**config.mk**
```make
export PLATFORM = sky130hd
export DESIGN_NAME = mbledhesi_sekuencial_flat
export DESIGN_NICKNAME = d
export VERILOG_FILES = /design/src/rtl/mbledhesi_pkg.sv /design/src/rtl/mbledhesi_sekuencial_if.sv /design/src/rtl/mbledhesi_sekuencial_shuma_pjese.sv /design/src/rtl/mbledhesi_sekuencial.sv /design/src/flat_wrapper.sv
export SDC_FILE = /design/constraint.sdc
export NUM_CORES = 1
export LEC_CHECK = 0
export CAP_MARGIN = 20
export CORE_UTILIZATION = 30
export CTS_CLUSTER_SIZE = 40
export DETAILED_ROUTE_END_ITERATION = 16
export PLACE_DENSITY = 0.59
export SLEW_MARGIN = 5
export SYNTH_ARGS = -nofsm -noshare
export SYNTH_HDL_FRONTEND = slang
export SYNTH_SLANG_ARGS = --single-unit
export TNS_END_PERCENT = 5
```
**constraint.sdc**
```tcl
create_clock -name clk -period 9.9 [get_ports clk]
set_input_delay 1.98 -clock clk [delete_from_list [all_inputs] [get_ports clk]]
set_output_delay 1.98 -clock clk [all_outputs]
set_load 0.02 [all_outputs]
```
**src/rtl/mbledhesi_pkg.sv**
```systemverilog
// Shared definitions for the sequential adder/subtractor (mbledhesi_sekuencial):
// FSM state encoding, default geometry and the counter-sizing helper.
package mbledhesi_pkg;

  localparam int DEF_WIDTH = 16;
  localparam int DEF_CHUNK = 4;

  typedef enum logic [1:0] {
    IDLE = 2'd0,
    RUN  = 2'd1,
    DONE = 2'd2
  } state_e;

  // Bits needed to count n slices. Never returns less than 1, so that
  // N=1 still gets a real register.
  function automatic int clog2(input int n);
    return (n <= 2) ? 1 : $clog2(n);
  endfunction

endpackage

```
**src/rtl/mbledhesi_sekuencial_if.sv**
```systemverilog
// Handshake and operand/result bundle for mbledhesi_sekuencial.
// master = requester (drives start/operands), slave = the adder itself.
interface mbledhesi_sekuencial_if
  import mbledhesi_pkg::*;
#(
  parameter int WIDTH = DEF_WIDTH
);

  logic             start;
  logic [WIDTH-1:0] a;
  logic [WIDTH-1:0] b;
  logic             sub;
  logic             cin;
  logic             busy;
  logic             done;
  logic [WIDTH-1:0] result;
  logic             cout;
  logic             overflow;
  logic             zero;

  modport master (
    output start, a, b, sub, cin,
    input  busy, done, result, cout, overflow, zero
  );

  modport slave (
    input  start, a, b, sub, cin,
    output busy, done, result, cout, overflow, zero
  );

endinterface

```
**src/rtl/mbledhesi_sekuencial_shuma_pjese.sv**
```systemverilog
// shuma_pjese: combinational CHUNK-bit ripple of full-adder cells.
// Besides the sum and carry out it exposes the carry into the top bit,
// which the parent needs for the signed-overflow flag.
module shuma_pjese
  import mbledhesi_pkg::*;
#(
  parameter int CHUNK = DEF_CHUNK
) (
  input  logic [CHUNK-1:0] a,
  input  logic [CHUNK-1:0] b,
  input  logic             cin,
  output logic [CHUNK-1:0] sum,
  output logic             cout,
  output logic             c_msb_in
);

  logic [CHUNK:0] c;

  // Ripple through the full-adder cells, LSB first.
  always_comb begin
    // NOTE: every variable written here gets a value before any branch or
    // loop, so no path can leave it unassigned and infer a latch.
    sum  = '0;
    c    = '0;
    c[0] = cin;
    for (int i = 0; i < CHUNK; i++) begin
      sum[i]   = a[i] ^ b[i] ^ c[i];
      c[i + 1] = (a[i] & b[i]) | (c[i] & (a[i] ^ b[i]));
    end
  end

  assign cout     = c[CHUNK];
  assign c_msb_in = c[CHUNK-1];

endmodule

```
**src/rtl/mbledhesi_sekuencial.sv**
```systemverilog
// mbledhesi_sekuencial: multi-cycle adder/subtractor. Adds one CHUNK-bit
// slice per clock, LSB first, with the inter-slice carry held in a register.
// Handshake: start (accepted in IDLE or DONE), busy, one-cycle done.
// Optional build macro MBLEDHESI_SAT_EN: saturate the result on signed
// overflow (cout/overflow still report the raw condition).
module mbledhesi_sekuencial
  import mbledhesi_pkg::*;
#(
  parameter int WIDTH = DEF_WIDTH,
  parameter int CHUNK = DEF_CHUNK
) (
  input  logic                    clk,
  input  logic                    rst_n,
  mbledhesi_sekuencial_if.slave   bus
);

  localparam int N     = WIDTH / CHUNK;
  localparam int CNT_W = clog2(N);

  localparam logic [1:0] S_IDLE = IDLE;
  localparam logic [1:0] S_RUN  = RUN;
  localparam logic [1:0] S_DONE = DONE;

  localparam logic [WIDTH-1:0] SLICE_MASK = WIDTH'({CHUNK{1'b1}});

  // A width that is not a whole number of slices would leave a ragged top
  // slice; refuse to build it at all.
  if (WIDTH % CHUNK != 0) begin : g_bad_geometry
    $fatal(1, "mbledhesi_sekuencial: WIDTH (%0d) must be a multiple of CHUNK (%0d)",
           WIDTH, CHUNK);
  end

  logic [1:0]       state_q;
  logic [CNT_W-1:0] cnt_q;
  logic [WIDTH-1:0] a_q;
  logic [WIDTH-1:0] b_q;       // already inverted for subtraction
  logic             carry_q;   // carry into the current slice
  logic             busy_q;
  logic             done_q;
  logic [WIDTH-1:0] result_q;
  logic             cout_q;
  logic             ovf_q;
  logic             zero_q;

  int               shift;
  logic [CHUNK-1:0] sl_a;
  logic [CHUNK-1:0] sl_b;
  logic [CHUNK-1:0] sl_sum;
  logic             sl_cout;
  logic             sl_cmsb;
  logic             last;
  logic             ovf_next;
  logic [WIDTH-1:0] res_next;
  logic             accept;

  // Single shared slice adder; the counter selects which slice feeds it.
  shuma_pjese #(
    .CHUNK (CHUNK)
  ) u_shuma (
    .a        (sl_a),
    .b        (sl_b),
    .cin      (carry_q),
    .sum      (sl_sum),
    .cout     (sl_cout),
    .c_msb_in (sl_cmsb)
  );

  // Slice selection, merge of the new slice into the result and final flags.
  always_comb begin
    shift    = int'(cnt_q) * CHUNK;
    sl_a     = CHUNK'(a_q >> shift);
    sl_b     = CHUNK'(b_q >> shift);
    last     = (cnt_q == CNT_W'(N - 1));
    ovf_next = sl_cmsb ^ sl_cout;
    res_next = (result_q & ~(SLICE_MASK << shift)) | (WIDTH'(sl_sum) << shift);
`ifdef MBLEDHESI_SAT_EN
    // Overflow means both effective operands share a sign, so A's MSB
    // tells which rail to clamp to.
    if (last && ovf_next) begin
      res_next = a_q[WIDTH-1] ? {1'b1, {(WIDTH-1){1'b0}}}
                              : {1'b0, {(WIDTH-1){1'b1}}};
    end
`endif
  end

  assign accept = bus.start && (state_q == S_IDLE || state_q == S_DONE);

  // FSM, operand capture, slice accumulation and flag registers.
  always_ff @(posedge clk or negedge rst_n) begin
    if (!rst_n) begin
      // NOTE: sequential state uses non-blocking assignments so every
      // register samples the pre-edge values, independent of statement order.
      state_q  <= S_IDLE;
      cnt_q    <= '0;
      a_q      <= '0;
      b_q      <= '0;
      carry_q  <= 1'b0;
      busy_q   <= 1'b0;
      done_q   <= 1'b0;
      result_q <= '0;
      cout_q   <= 1'b0;
      ovf_q    <= 1'b0;
      zero_q   <= 1'b0;
    end else begin
      done_q <= 1'b0;
      case (state_q)
        S_IDLE, S_DONE: begin
          if (accept) begin
            a_q      <= bus.a;
            b_q      <= bus.b ^ {WIDTH{bus.sub}};
            carry_q  <= bus.cin ^ bus.sub;
            cnt_q    <= '0;
            result_q <= '0;
            cout_q   <= 1'b0;
            ovf_q    <= 1'b0;
            zero_q   <= 1'b0;
            busy_q   <= 1'b1;
            state_q  <= S_RUN;
          end else begin
            state_q <= S_IDLE;
          end
        end
        S_RUN: begin
          result_q <= res_next;
          carry_q  <= sl_cout;
          cnt_q    <= cnt_q + 1'b1;
          if (last) begin
            cout_q  <= sl_cout;
            ovf_q   <= ovf_next;
            zero_q  <= (res_next == '0);
            done_q  <= 1'b1;
            busy_q  <= 1'b0;
            state_q <= S_DONE;
          end
        end
        default: begin
          busy_q  <= 1'b0;
          state_q <= S_IDLE;
        end
      endcase
    end
  end

  assign bus.busy     = busy_q;
  assign bus.done     = done_q;
  assign bus.result   = result_q;
  assign bus.cout     = cout_q;
  assign bus.overflow = ovf_q;
  assign bus.zero     = zero_q;

endmodule

```
**src/flat_wrapper.sv**
```systemverilog
// flat-port wrapper written by rule: the top's interface ports become plain ports
module mbledhesi_sekuencial_flat import mbledhesi_pkg::*;
#(
  parameter int WIDTH = DEF_WIDTH,
  parameter int CHUNK = DEF_CHUNK
)
  (clk, rst_n, bus_start, bus_a, bus_b, bus_sub, bus_cin, bus_busy, bus_done, bus_result, bus_cout, bus_overflow, bus_zero);
  mbledhesi_sekuencial_if #(.WIDTH(WIDTH)) bus_i ();
  input  logic clk;
  input  logic rst_n;
  input wire logic [$bits(bus_i.start)-1:0] bus_start;
  input wire logic [$bits(bus_i.a)-1:0] bus_a;
  input wire logic [$bits(bus_i.b)-1:0] bus_b;
  input wire logic [$bits(bus_i.sub)-1:0] bus_sub;
  input wire logic [$bits(bus_i.cin)-1:0] bus_cin;
  output wire logic [$bits(bus_i.busy)-1:0] bus_busy;
  output wire logic [$bits(bus_i.done)-1:0] bus_done;
  output wire logic [$bits(bus_i.result)-1:0] bus_result;
  output wire logic [$bits(bus_i.cout)-1:0] bus_cout;
  output wire logic [$bits(bus_i.overflow)-1:0] bus_overflow;
  output wire logic [$bits(bus_i.zero)-1:0] bus_zero;
  assign bus_i.start = bus_start;
  assign bus_i.a = bus_a;
  assign bus_i.b = bus_b;
  assign bus_i.sub = bus_sub;
  assign bus_i.cin = bus_cin;
  assign bus_busy = bus_i.busy;
  assign bus_done = bus_i.done;
  assign bus_result = bus_i.result;
  assign bus_cout = bus_i.cout;
  assign bus_overflow = bus_i.overflow;
  assign bus_zero = bus_i.zero;
  mbledhesi_sekuencial #(.WIDTH(WIDTH), .CHUNK(CHUNK)) u_core (.clk(clk), .rst_n(rst_n), .bus(bus_i));
endmodule
```
==> results of run 1 <==
[layout make-up]
| class | instances | area, um^2 |
|---|---|---|
| Clock inverter | 3 | 40.0 |
| Fill cell | 849 | 5200 |
| Inverter | 15 | 56.3 |
| Sequential cell | 58 | 1450 |
| Tap cell | 108 | 135 |
| Timing Repair Buffer | 60 | 588 |
| Multi-Input combinational cell | 171 | 1190 |
| Clock buffer | 12 | 145 |
[registers in the layout, summed over array words and instances (netlist names)]
| name | flops |
|---|---|
| u_core.bus.cout | 1 |
| u_core.b_q | 16 |
| u_core.bus.zero | 1 |
| u_core.state_q | 2 |
| u_core.a_q | 16 |
| u_core.bus.overflow | 1 |
| u_core.bus.busy | 1 |
| u_core.carry_q | 1 |
| u_core.cnt_q | 2 |
| u_core.bus.result | 16 |
| u_core.bus.done | 1 |
[cell families (layout without fill, tap and decap cells)]
group / count (synthesis) / count (layout)
adders and majority gates: 8 / 8
buffers and inverters: 30 / 90
xor gates and xnor gates: 18 / 18
DFF: 58 / 58
muxes: 9 / 9
AOI/OAI and AO/OA: 46 / 46
and+or+nand+nor: 90 / 90
[critical path, cell delays in order, from the launching register on]
cell	delay, ns
dfrtp_1	0.87
mux4_2	0.35
inv_1	0.05
fa_1	0.41
inv_1	0.07
fa_1	0.15
inv_1	0.05
fa_1	0.41
fa_1	0.52
nand2_1	0.09
a2111oi_4	0.32
a32o_1	0.19
[power by group through the flow]
| stage | sequential (mW) | combinational (mW) | clock, mW |
|---|---|---|---|
| floorplan | 0.418 | 0.424 | 0 |
| global placement | 0.426 | 0.588 | 0 |
| finish | 0.422 | 0.595 | 0.207 |
| global route | 0.440 | 0.661 | 0.225 |
| detailed placement | 0.427 | 0.599 | 0 |
| CTS | 0.423 | 0.602 | 0.214 |
[worst max-delay path by stage]
stage,slack [ns],start,end
CTS,6.29,u_core.cnt_q[0]$_DFFE_PN0P_,u_core.bus.zero$_DFFE_PN0P_
finish,6.33,u_core.cnt_q[0]$_DFFE_PN0P_,u_core.bus.zero$_DFFE_PN0P_
detailed placement,6.30,bus_sub,u_core.carry_q$_DFFE_PN0P_
global route,6.05,u_core.cnt_q[0]$_DFFE_PN0P_,u_core.bus.zero$_DFFE_PN0P_
global placement,6.33,bus_sub,u_core.carry_q$_DFFE_PN0P_
floorplan,6.65,u_core.cnt_q[1]$_DFFE_PN0P_,u_core.bus.zero$_DFFE_PN0P_
[Yosys cell counts, drive strengths merged (4+ instances only)]
library cell	count
ha	4
mux4	8
a22o	10
buf	6
fa	4
xnor2	18
dfrtp	58
inv	15
o21ai	20
nor2	9
clkbuf	9
nand2	69
a21oi	4
a32o	7
[per-layer routing]
metal | vias to the layer above | part of all wire (%) | routed length, um
li1 | 984 | - | -
met1 | 957 | 47 | 2730
met2 | 52 | 47 | 2690
met3 | 9 | 5.0 | 287
met4 | 0 | 1.2 | 70
met5 | - | 0 | 0
[per-stage QoR]
stage	util, %	cell area (um^2)
detailed placement	38.9	3420
finish	41.0	3610
floorplan	-	2760
CTS	41.0	3610
global placement	38.9	3420
global route	41.0	3610
[cells in the final DEF, fill, tap and decap left out, types with 3 or more instances in the layout]
cell / synthesis / final
nand3_1: 3 / 3
ha_1: 4 / 4
dfrtp_1: 58 / 58
mux4_2: 8 / 8
nand2_1: 69 / 69
xnor2_1: 18 / 18
a22o_1: 9 / 9
o21ai_0: 11 / 11
nand2b_1: 3 / 3
a32o_1: 7 / 7
inv_1: 15 / 15
nor2_1: 9 / 9
fa_1: 4 / 4
a21oi_1: 4 / 4
o21ai_1: 9 / 9
buf_4: 0 / 3
clkdlybuf4s50_1: 0 / 56
clkbuf_8: 0 / 10
==> results.tsv, run 1 <==
stage	metric	value	unit
logic_synthesis	Adder-Cell Fraction of Synth Area	4.71	%
run_status	failing checks	design-rule violations	
detailed_routing	Routed WL	5770	um
layout	Cell Count, Final, Fillers Out	427	
logic_synthesis	Main synth FF type	dfrtp_1	
logic_synthesis	Yosys Warn Count	0	
logic_synthesis	Cells after Synth	259	
layout	layout cells sized above 1	9.09	%
critical_path	Worst R2R Start	u_core.cnt_q[0]$_DFFE_PN0P_	
hold_path	worst hold start	u_core.a_q[13]$_DFFE_PN0P_	
power_and_ir_drop	Pwr per Cell Area	339	nW/um^2
logic_synthesis	main combinational cell family by area after synthesis	simple AND/OR/NAND/NOR gates	
logic_synthesis	mux contribution to synthesized area	6.88	%
placed_design	routability cong.	0.732	
logic_synthesis	simple-gate share of the synthesized area	13.5	%
critical_path	Critical Path RT	10.17	ns
layout	Layout Area Growth over Synthesis	30.6	%
logic_synthesis	Avg Cell Area, Syn	10.7	um^2
cts	TritonCTS clock tree	yes	
logic_synthesis	Distinct cells, synth	28	
power_and_ir_drop	Lkg Pwr	1.61	nW
floorplanning	core area	8810	um^2
cts	root buffer cell	clkbuf_8	
cts	clock-pin transition on the worst setup and hold timing paths	0.06	ns
sta	final setup violation count	0	
critical_path	Setup CP Type	reg2reg	
critical_path	Startpoint Class	flip-flop	
layout	Final nets	360	
placed_design	Port-buffer cells	57	
power_and_ir_drop	Comb power frac	48.6	%
logic_synthesis	XOR/XNOR Fraction of Synth Area	5.70	%
run	MaxCap Viol Count	0	
logic_synthesis	FFs w/ async S/R, synth	100	%
cts	post_cts resized	0	
run_status	status	finished with violations	
layout	antenna cells	0	
logic_synthesis	top post-synthesis cells by area	dfrtp_1, nand2_1, mux4_2, xnor2_1, fa_1	
power_and_ir_drop	internal power	733	uW
logic_synthesis	sequential-to-total area share from yosys stat	52.5	%
sta	Slew Viols, Final	0	
hold_path	Hold Path Class	reg2reg	
cts	post-CTS setup buffer count	0	
power_and_ir_drop	sw frac	40.1	%
critical_path	critical path arrival	3.84	ns
sta	Hold Slack	0.472	ns
global_route	all-layer global routing usage	13.2	%
floorplanning	number of top-level pins	58	
logic_synthesis	Yosys top cell by area	dfrtp_1	
detailed_routing	drt via density	4.69	
placed_design	dpl ws	6.30	ns
power_and_ir_drop	Net Switching	491	uW
floorplanning	Die Span Y	98.0	um
sta	final setup TNS	0	ns
global_route	GR Util met3	4.29	%
logic_synthesis	Mapped Area	2760	um^2
power_and_ir_drop	VDD IR-drop max	0.118	mV
power_and_ir_drop	clock share of power	16.9	%
global_route	GR peak layer	met2	
cts	Max Root-Sink Buffers	2	
logic_synthesis	Post-synth EDFFs	0	
sta	setup skew after layout	0.00540	ns
detailed_routing	1st-iter DRT viols	75	
placed_design	hpwl dp	4070	um
global_route	met2 usage	19.4	%
detailed_routing	WL/cell	13.5	um
sta	slew margin rel.	35.2	%
detailed_routing	total number of vias	2002	
logic_synthesis	#FFs+latches synth	58	
placed_design	DP Cell Count	412	
logic_synthesis	Synth Area in Compound Gates	12.3	%
hold_path	hold path cells	2	
critical_path	CP endpoint kind	flip-flop	
cts	CTS buffer count	9	
power_and_ir_drop	Flop pwr share	34.5	%
floorplanning	die area	9600	um^2
cts	clk_lat worst skew	0.33	ns
global_route	initial antenna violation count	0	
power_and_ir_drop	total power	1.22	mW
sta	setup slack after layout	6.33	ns
hold_path	hold worst-path end	u_core.a_q[13]$_DFFE_PN0P_	
detailed_routing	Final ANT Viol Nets	0	
floorplanning	initial core utilization	31.4	%
cts	CTS hold repair buffers	0	
critical_path	CP max FO	19	
global_route	largest net degree at the start of global routing	59	
critical_path	path depth of the worst reg2reg path	11	
logic_synthesis	area share of the largest cell type after synthesis	52.5	%
logic_synthesis	post-synth net total	304	
critical_path	R2R Path End	u_core.bus.zero$_DFFE_PN0P_	
detailed_routing	DR DRC count	5	
global_route	global-route wire length before repair	9830	um
cts	CTS Sinks	58	
sta	RSZ-0062 raised after global routing	no	
global_route	GRT met1 Usage	17.7	%
global_route	vias in the first global route	1991	
sta	worst-margin pin slew	0.969	ns
sta	crit share post-route	36.1	%
floorplanning	cell row count	34	
global_route	total grt overflow	0	
sta	fmax	0.280	GHz
cts	CTS HTree Levels	3	
floorplanning	DIE WIDTH	98.0	um
sta	min Tclk post-route	3.57	ns
sta	Fin. Hold Viols	0	
critical_path	R2R Setup Slk	6.33	ns
detailed_routing	drt pass-1 iters	10	
Power figures use the tool's default switching activity.
==> run 2, diff against run 1 <==
Settings changed: PLACE_DENSITY 0.59 to 0.61.
Clock period 9.9 ns to 3 ns, I/O delays scaled along.
==> run 2 against run 1 <==
Compared with the run above:
- first-iteration DRC count grew 11%
- the flow still finishes with violations (design-rule violations)
- worst hold slack lost 0.28 ns
- wire length grew 3.7%
- flip-flop and latch count is the same
- clock power grew to 2.9 times the previous value
- combinational power grew to 3.6 times the previous value
- design area grew 0.97%
- power grew to 3.3 times the previous value
- maximum frequency grew 24%
- critical path depth is the same
==> results.tsv, run 2 (synthesis gave the netlist of run 1 again) <==
stage	metric	value	unit	change
run	MaxCap Viol Count	0		unchanged
cts	CTS buffer count	9		unchanged
run_status	status	finished with violations		unchanged
critical_path	Setup CP Type	reg2reg		unchanged
global_route	total grt overflow	0		unchanged
detailed_routing	WL/cell	13.9	um	was 13.5 um
cts	TritonCTS clock tree	yes		unchanged
sta	worst-margin pin slew	0.698	ns	was 0.969 ns
layout	fillers	877		was 849
sta	crit share post-route	96.2	%	was 36.1%
critical_path	CP max FO	4		was 19
placed_design	dpl ws	0.0393	ns	was 6.30 ns
power_and_ir_drop	total power	4.10	mW	was 1.22 mW
power_and_ir_drop	internal power	2.44	mW	was 733 uW
floorplanning	core area	8810	um^2	unchanged
run_status	failing checks	design-rule violations		unchanged
power_and_ir_drop	sw frac	40.3	%	was 40.1%
global_route	initial antenna violation count	0		unchanged
sta	final setup violation count	0		unchanged
layout	Layout Area Growth over Synthesis	31.8	%	was 30.6%
power_and_ir_drop	Pwr per Cell Area	1120	nW/um^2	was 339 nW/um^2
critical_path	Critical Path RT	3.27	ns	was 10.17 ns
sta	fmax	0.346	GHz	was 0.280 GHz
cts	CTS Sinks	58		unchanged
sta	min Tclk post-route	2.89	ns	was 3.57 ns
critical_path	Startpoint Class	flip-flop		unchanged
floorplanning	DIE WIDTH	98.0	um	unchanged
cts	clock-pin transition on the worst setup and hold timing paths	0.06	ns	about the same
detailed_routing	total number of vias	2029		was 2,002
critical_path	max incr delay on CP	0.54	ns	was 0.87 ns
power_and_ir_drop	Flop pwr share	32.2	%	was 34.5%
layout	fin area	3640	um^2	was 3610 um^2
layout	Final nets	366		was 360
sta	setup skew after layout	0.00493	ns	was 0.00540 ns
floorplanning	cell row count	34		unchanged
cts	Max Root-Sink Buffers	2		unchanged
cts	clk_lat worst skew	0.33	ns	about the same
cts	CTS hold repair buffers	0		unchanged
floorplanning	Die Span Y	98.0	um	unchanged
power_and_ir_drop	Comb power frac	53.0	%	was 48.6%
global_route	global-route wire length before repair	10100	um	was 9830 um
hold_path	Hold Path Class	in2async		was reg2reg
cts	CTS HTree Levels	3		unchanged
critical_path	critical path's slowest cell	fa_1		was dfrtp_1
placed_design	Port-buffer cells	57		unchanged
placed_design	routability cong.	0.757		was 0.732
detailed_routing	DR DRC count	4		was 5
detailed_routing	drt pass-1 iters	14		was 10
power_and_ir_drop	Lkg Pwr	1.62	nW	was 1.61 nW
critical_path	critical path arrival	3.16	ns	was 3.84 ns
sta	setup slack after layout	0.114	ns	was 6.33 ns
placed_design	hpwl dp	4510	um	was 4070 um
power_and_ir_drop	clock share of power	14.7	%	was 16.9%
sta	slew margin rel.	53.3	%	was 35.2%
sta	Hold Slack	0.189	ns	was 0.472 ns
layout	layout cells sized above 1	13.6	%	was 9.09%
sta	Slew Viols, Final	0		unchanged
power_and_ir_drop	Net Switching	1.65	mW	was 491 uW
power_and_ir_drop	VDD IR-drop max	0.390	mV	was 0.118 mV
global_route	vias in the first global route	2023		was 1,991
global_route	largest net degree at the start of global routing	39		was 59
detailed_routing	drt via density	4.71		was 4.69
cts	root buffer cell	clkbuf_8		unchanged
critical_path	worst path cell trace	mux4_2 > inv_2 > fa_2 > inv_2 > fa_2 > inv_2 > fa_2 > fa_1 > nand2_2 > a2111oi_4 > a32o_1		was mux4_2 > inv_1 > fa_1 > inv_1 > fa_1 > inv_1 > fa_1 > fa_1 > nand2_1 > a2111oi_4 > a32o_1
layout	antenna cells	0		unchanged
detailed_routing	1st-iter DRT viols	83		was 75
floorplanning	die area	9600	um^2	unchanged
placed_design	Placement Cell Area	3480	um^2	was 3420 um^2
layout	commonest non-fill, non-tap cell in the layout	nand2_1		unchanged
sta	RSZ-0062 raised after global routing	yes		was no
critical_path	CP endpoint kind	flip-flop		unchanged
floorplanning	initial core utilization	31.4	%	unchanged
global_route	all-layer global routing usage	13.7	%	was 13.2%
layout	most frequent cells in the layout	nand2_1, dfrtp_1, clkdlybuf4s50_1		unchanged
sta	Fin. Hold Viols	0		unchanged
floorplanning	number of top-level pins	58		unchanged
detailed_routing	Final ANT Viol Nets	0		unchanged
detailed_routing	Routed WL	5990	um	was 5770 um
-- run 2: final timing paths --
| kind | from | endpoint | slack (ns) | cells after the start |
|---|---|---|---|---|
| worst max-delay path | u_core.cnt_q[0]$_DFFE_PN0P_ | u_core.bus.zero$_DFFE_PN0P_ | 0.11 | 11 |
| worst min-delay path | rst_n | u_core.bus.result[11]$_DFFE_PN0P_ | 0.19 | 1 |
| worst max register to register | u_core.cnt_q[0]$_DFFE_PN0P_ | u_core.bus.zero$_DFFE_PN0P_ | 0.11 | 11 |
| worst min register to register | u_core.a_q[0]$_DFFE_PN0P_ | u_core.a_q[0]$_DFFE_PN0P_ | 0.47 | 2 |
| max in group asynchronous | rst_n | u_core.a_q[8]$_DFFE_PN0P_ | 2.15 | 2 |
| min in group clk | u_core.a_q[0]$_DFFE_PN0P_ | u_core.a_q[0]$_DFFE_PN0P_ | 0.47 | 2 |
-- run 2: layer usage --
| layer | GRT usage (%) | routed length [um] | up-vias |
|---|---|---|---|
| met2 | 22.2 | 2940 | 53 |
| met5 | 0 | 0 | - |
| met4 | 4.55 | 76 | 0 |
| met3 | 4.72 | 310 | 6 |
| met1 | 17.0 | 2660 | 979 |
| li1 | - | - | 991 |
-- run 2: power by group through the flow --
stage | clock [mW] | sequential, mW | combinational [mW]
2_1_floorplan | 0 | 1.38 | 1.49
3_3_place_gp | 0 | 1.33 | 2.14
3_5_place_dp | 0 | 1.34 | 2.19
4_1_cts | 0.626 | 1.32 | 2.20
5_1_grt | 0.659 | 1.37 | 2.40
6_report | 0.604 | 1.32 | 2.17
-- run 2: timing repair --
| item | CTS | global route |
|---|---|---|
| setup endpoints to repair | 0 | 5 |
| setup buffers | 0 | 0 |
| resized for setup | 0 | 2 |
-- run 2: area by class of cell --
cell class / count / area [um^2] / share of cell area, %
flip-flops and latches: 58 / 1450 / 39.9
well taps: 108 / 135 / 3.71
repair buffers: 66 / 633 / 17.4
multi-input cells: 171 / 1210 / 33.1
inverters: 15 / 56.3 / 1.55
clock buffers: 13 / 159 / 4.36
-- run 2: through the flow --
stage / cells / util (%) / setup TNS [ns]
finish: 431 / 41.4 / 0
global route: 431 / 41.4 / -0.0133
CTS: 431 / 41.3 / 0
detailed placement: 418 / 39.5 / 0
global placement: 418 / 39.5 / 0
floorplan: 259 / - / 0
-- run 2: critical path, delay by kind of cell (launching register included) --
kind	cells	cell delay [ns]
adders and majority gates	4	1.44
buffers and inverters	3	0.15
muxes	1	0.35
AOI/OAI and AO/OA	2	0.37
DFF	1	0.44
and+or+nand+nor	1	0.07
==> run 3, diff against run 2 <==
Settings changed: CTS_BUF_LIST from default to sky130_fd_sc_hd__clkbuf_8, PLACE_DENSITY 0.61 to 0.6, SYNTH_HIERARCHICAL from default to 1.
==> run 3 against run 2 <==
Compared with the run above:
- global-route usage up 1.3 points
- core utilization up 0.56 points
- non-clock buffer count up 6
- highest routed layer unchanged
- the run ends with negative setup slack left
- critical endpoint is now u_core/bus.zero$_DFFE_PN0P_
- worst hold slack better by 0.086 ns
- power up 21%
==> results.tsv, run 3 <==
stage	metric	value	unit	change
layout	fillers	881		was 877
detailed_routing	Routed WL	6480	um	was 5990 um
floorplanning	cell row count	35		was 34
critical_path	Worst R2R Start	u_core/cnt_q[0]$_DFFE_PN0P_		was u_core.cnt_q[0]$_DFFE_PN0P_
power_and_ir_drop	VDD IR-drop max	0.622	mV	was 0.390 mV
logic_synthesis	area share of the largest cell type after synthesis	51.3	%	was 52.5%
detailed_routing	drt via density	4.77		was 4.71
sta	fmax	0.326	GHz	was 0.346 GHz
logic_synthesis	FFs w/ async S/R, synth	100	%	unchanged
critical_path	Startpoint Class	flip-flop		unchanged
layout	Cell Count, Final, Fillers Out	426		was 431
critical_path	R2R Path End	u_core/bus.zero$_DFFE_PN0P_		was u_core.bus.zero$_DFFE_PN0P_
sta	Slew Viols, Final	0		unchanged
layout	antenna cells	0		unchanged
power_and_ir_drop	Pwr per Cell Area	1290	nW/um^2	was 1120 nW/um^2
placed_design	DP Cell Count	409		was 418
logic_synthesis	Main synth FF type	dfrtp_1		unchanged
logic_synthesis	sequential-to-total area share from yosys stat	51.3	%	was 52.5%
logic_synthesis	most instantiated cells after synthesis	dfrtp_1, nand2_1, o21ai_1		was nand2_1, dfrtp_1, xnor2_1
detailed_routing	drt pass-1 iters	4		was 14
critical_path	max incr delay on CP	0.54	ns	about the same
detailed_routing	total number of vias	2034		was 2,029
critical_path	R2R Setup Slk	-0.07	ns	was 0.11 ns
global_route	vias in the first global route	2139		was 2,023
floorplanning	die area	9830	um^2	was 9600 um^2
cts	CTS buffer count	9		unchanged
logic_synthesis	top post-synthesis cells by area	dfrtp_1, mux2_1, mux4_2, xnor2_1, o21ai_1		was dfrtp_1, nand2_1, mux4_2, xnor2_1, fa_1
floorplanning	core area	9200	um^2	was 8810 um^2
power_and_ir_drop	total power	4.96	mW	was 4.10 mW
power_and_ir_drop	Lkg Pwr	1.65	nW	was 1.62 nW
global_route	largest net degree at the start of global routing	32		was 39
logic_synthesis	count leader, synth	dfrtp_1		was nand2_1
floorplanning	number of top-level pins	58		unchanged
sta	setup skew after layout	0.00654	ns	was 0.00493 ns
sta	worst-margin pin slew	0.401	ns	was 0.698 ns
sta	RSZ-0062 raised after global routing	yes		unchanged
layout	fin area	3860	um^2	was 3640 um^2
global_route	total grt overflow	0		unchanged
run_status	status	finished with violations		unchanged
layout	commonest non-fill, non-tap cell in the layout	dfrtp_1		was nand2_1
global_route	initial antenna violation count	0		unchanged
critical_path	Critical Path RT	3.27	ns	about the same
floorplanning	DIE WIDTH	99.1	um	was 98.0 um
logic_synthesis	Yosys top cell by area	dfrtp_1		unchanged
sta	setup slack after layout	-0.0713	ns	was 0.114 ns
run	MaxCap Viol Count	0		unchanged
layout	register area	1450	um^2	unchanged
logic_synthesis	post-synth net total	286		was 304
critical_path	critical path's slowest cell	mux4_2		was fa_1
run_status	failing checks	negative setup slack		was design-rule violations
cts	CTS Sinks	58		unchanged
logic_synthesis	Cells after Synth	241		was 259
layout	layout cells sized above 1	17.1	%	was 13.6%
sta	final setup violation count	1		was 0
critical_path	worst path cell trace	mux4_2 > fa_2 > inv_2 > fa_2 > fa_2 > inv_2 > fa_2 > a22o_1 > nor4_2 > a41o_1		was mux4_2 > inv_2 > fa_2 > inv_2 > fa_2 > inv_2 > fa_2 > fa_1 > nand2_2 > a2111oi_4 > a32o_1
sta	final setup TNS	-0.0713	ns	was 0 ns
logic_synthesis	Yosys Warn Count	6		was 0
sta	slew margin rel.	73.2	%	was 53.3%
critical_path	most used cell along the critical path	fa_2		
sta	Fin. Hold Viols	0		unchanged
logic_synthesis	Avg Cell Area, Syn	11.7	um^2	was 10.7 um^2
critical_path	critical path arrival	3.34	ns	was 3.16 ns
logic_synthesis	Post-synth EDFFs	0		unchanged
cts	Max Root-Sink Buffers	2		unchanged
sta	crit share post-route	102	%	was 96.2%
cts	clock-pin transition on the worst setup and hold timing paths	0.06	ns	about the same
placed_design	Port-buffer cells	57		unchanged
layout	Final nets	355		was 366
critical_path	critical path launch point	u_core/cnt_q[0]$_DFFE_PN0P_		was u_core.cnt_q[0]$_DFFE_PN0P_
layout	area of the multi-input gates	1270	um^2	was 1210 um^2
cts	CTS HTree Levels	3		unchanged
placed_design	Placement Cell Area	3580	um^2	was 3480 um^2
placed_design	hpwl dp	4900	um	was 4510 um
floorplanning	Die Span Y	99.1	um	was 98.0 um
sta	min Tclk post-route	3.07	ns	was 2.89 ns
logic_synthesis	Distinct cells, synth	33		was 28
floorplanning	initial core utilization	30.8	%	was 31.4%
critical_path	path depth of the worst reg2reg path	10		was 11
placed_design	routability cong.	0.855		was 0.757
detailed_routing	DR DRC count	0		was 4
cts	clk_lat worst skew	0.33	ns	about the same
logic_synthesis	Mapped Area	2830	um^2	was 2760 um^2
global_route	global-route wire length before repair	11000	um	was 10,100 um
critical_path	CP max FO	5		was 4
critical_path	Setup CP Type	reg2reg		unchanged
global_route	all-layer global routing usage	15.0	%	was 13.7%
hold_path	Hold Path Class	in2async		unchanged
cts	root buffer cell	clkbuf_8		unchanged
layout	Layout Area Growth over Synthesis	36.3	%	was 31.8%
layout	most frequent cells in the layout	dfrtp_1, clkdlybuf4s50_1, nand2_1		was nand2_1, dfrtp_1, clkdlybuf4s50_1
critical_path	CP endpoint kind	flip-flop		unchanged
logic_synthesis	#FFs+latches synth	58		unchanged
cts	TritonCTS clock tree	yes		unchanged
detailed_routing	Final ANT Viol Nets	0		unchanged
detailed_routing	1st-iter DRT viols	54		was 83
detailed_routing	WL/cell	15.2	um	was 13.9 um
-- run 3: what timing repair did --
item,4_1_cts,5_1_grt
hold buffers,0,0
buffers inserted,1,0
resized for setup,6,1
pin swaps,1,0
cloned,0,0
setup endpoints to repair,2,1
-- run 3: layer usage --
metal  global-route usage [%]  part of all wire (%)
met1                     18.7                    45
met4                     6.67                   1.7
met2                     23.9                    48
met3                     4.64                   4.4
met5                        0                     0
-- run 3: cell families after synthesis --
family / synth area share [%]
XOR/XNOR: 5.57
flip-flops: 51.3
AO/OA/AOI/OAI: 13.1
adder cells (fa/ha/maj): 4.60
AND/OR/NAND/NOR: 8.40
multiplexers: 12.7
buffers and inverters: 4.29
-- run 3: cell type report --
cell class	count	area share, %
sequential	58	37.7
inverter	14	1.49
clock inverter	5	2.60
clock buffer	11	3.93
multi-input combinational	155	33.0
tap	111	3.60
timing repair buffer	72	17.7
-- run 3: how the worst max path moves through the flow --
| stage | to | cells past startpoint | slack (ns) |
|---|---|---|---|
| finish | u_core/bus.zero$_DFFE_PN0P_ | 10 | -0.07 |
| global placement | u_core/bus.zero$_DFFE_PN0P_ | 10 | -0.11 |
| detailed placement | u_core/bus.zero$_DFFE_PN0P_ | 11 | -0.19 |
| global route | u_core/bus.zero$_DFFE_PN0P_ | 10 | -0.17 |
| CTS | u_core/bus.zero$_DFFE_PN0P_ | 10 | -0.06 |
| floorplan | u_core/bus.zero$_DFFE_PN0P_ | 11 | -0.16 |
-- run 3: critical path: cells and delay by family, from the launching register on --
| kind | cells | cell delay (ns) |
|---|---|---|
| adder cells (fa/ha/maj) | 4 | 1.25 |
| multiplexers | 1 | 0.54 |
| AO/OA/AOI/OAI | 2 | 0.43 |
| flip-flops | 1 | 0.43 |
| AND/OR/NAND/NOR | 1 | 0.26 |
| buffers and inverters | 2 | 0.10 |
-- run 3: where the power goes --
group | total, mW | switching, mW | internal (mW)
Clock | 0.896 | 0.302 | 0.594
Sequential | 1.33 | 0.205 | 1.13
Combinational | 2.74 | 1.44 | 1.30
Total | 4.96 | 1.94 | 3.02
-- run 3: metrics by stage --
stage               setup WS [ns]  hold slack (ns)  util [%]
global route               -0.168            0.287      41.9
CTS                       -0.0602            0.269      41.9
detailed placement         -0.194            0.476      39.0
finish                    -0.0713            0.275      41.9
global placement           -0.105            0.470      39.0
floorplan                  -0.162            0.304         -
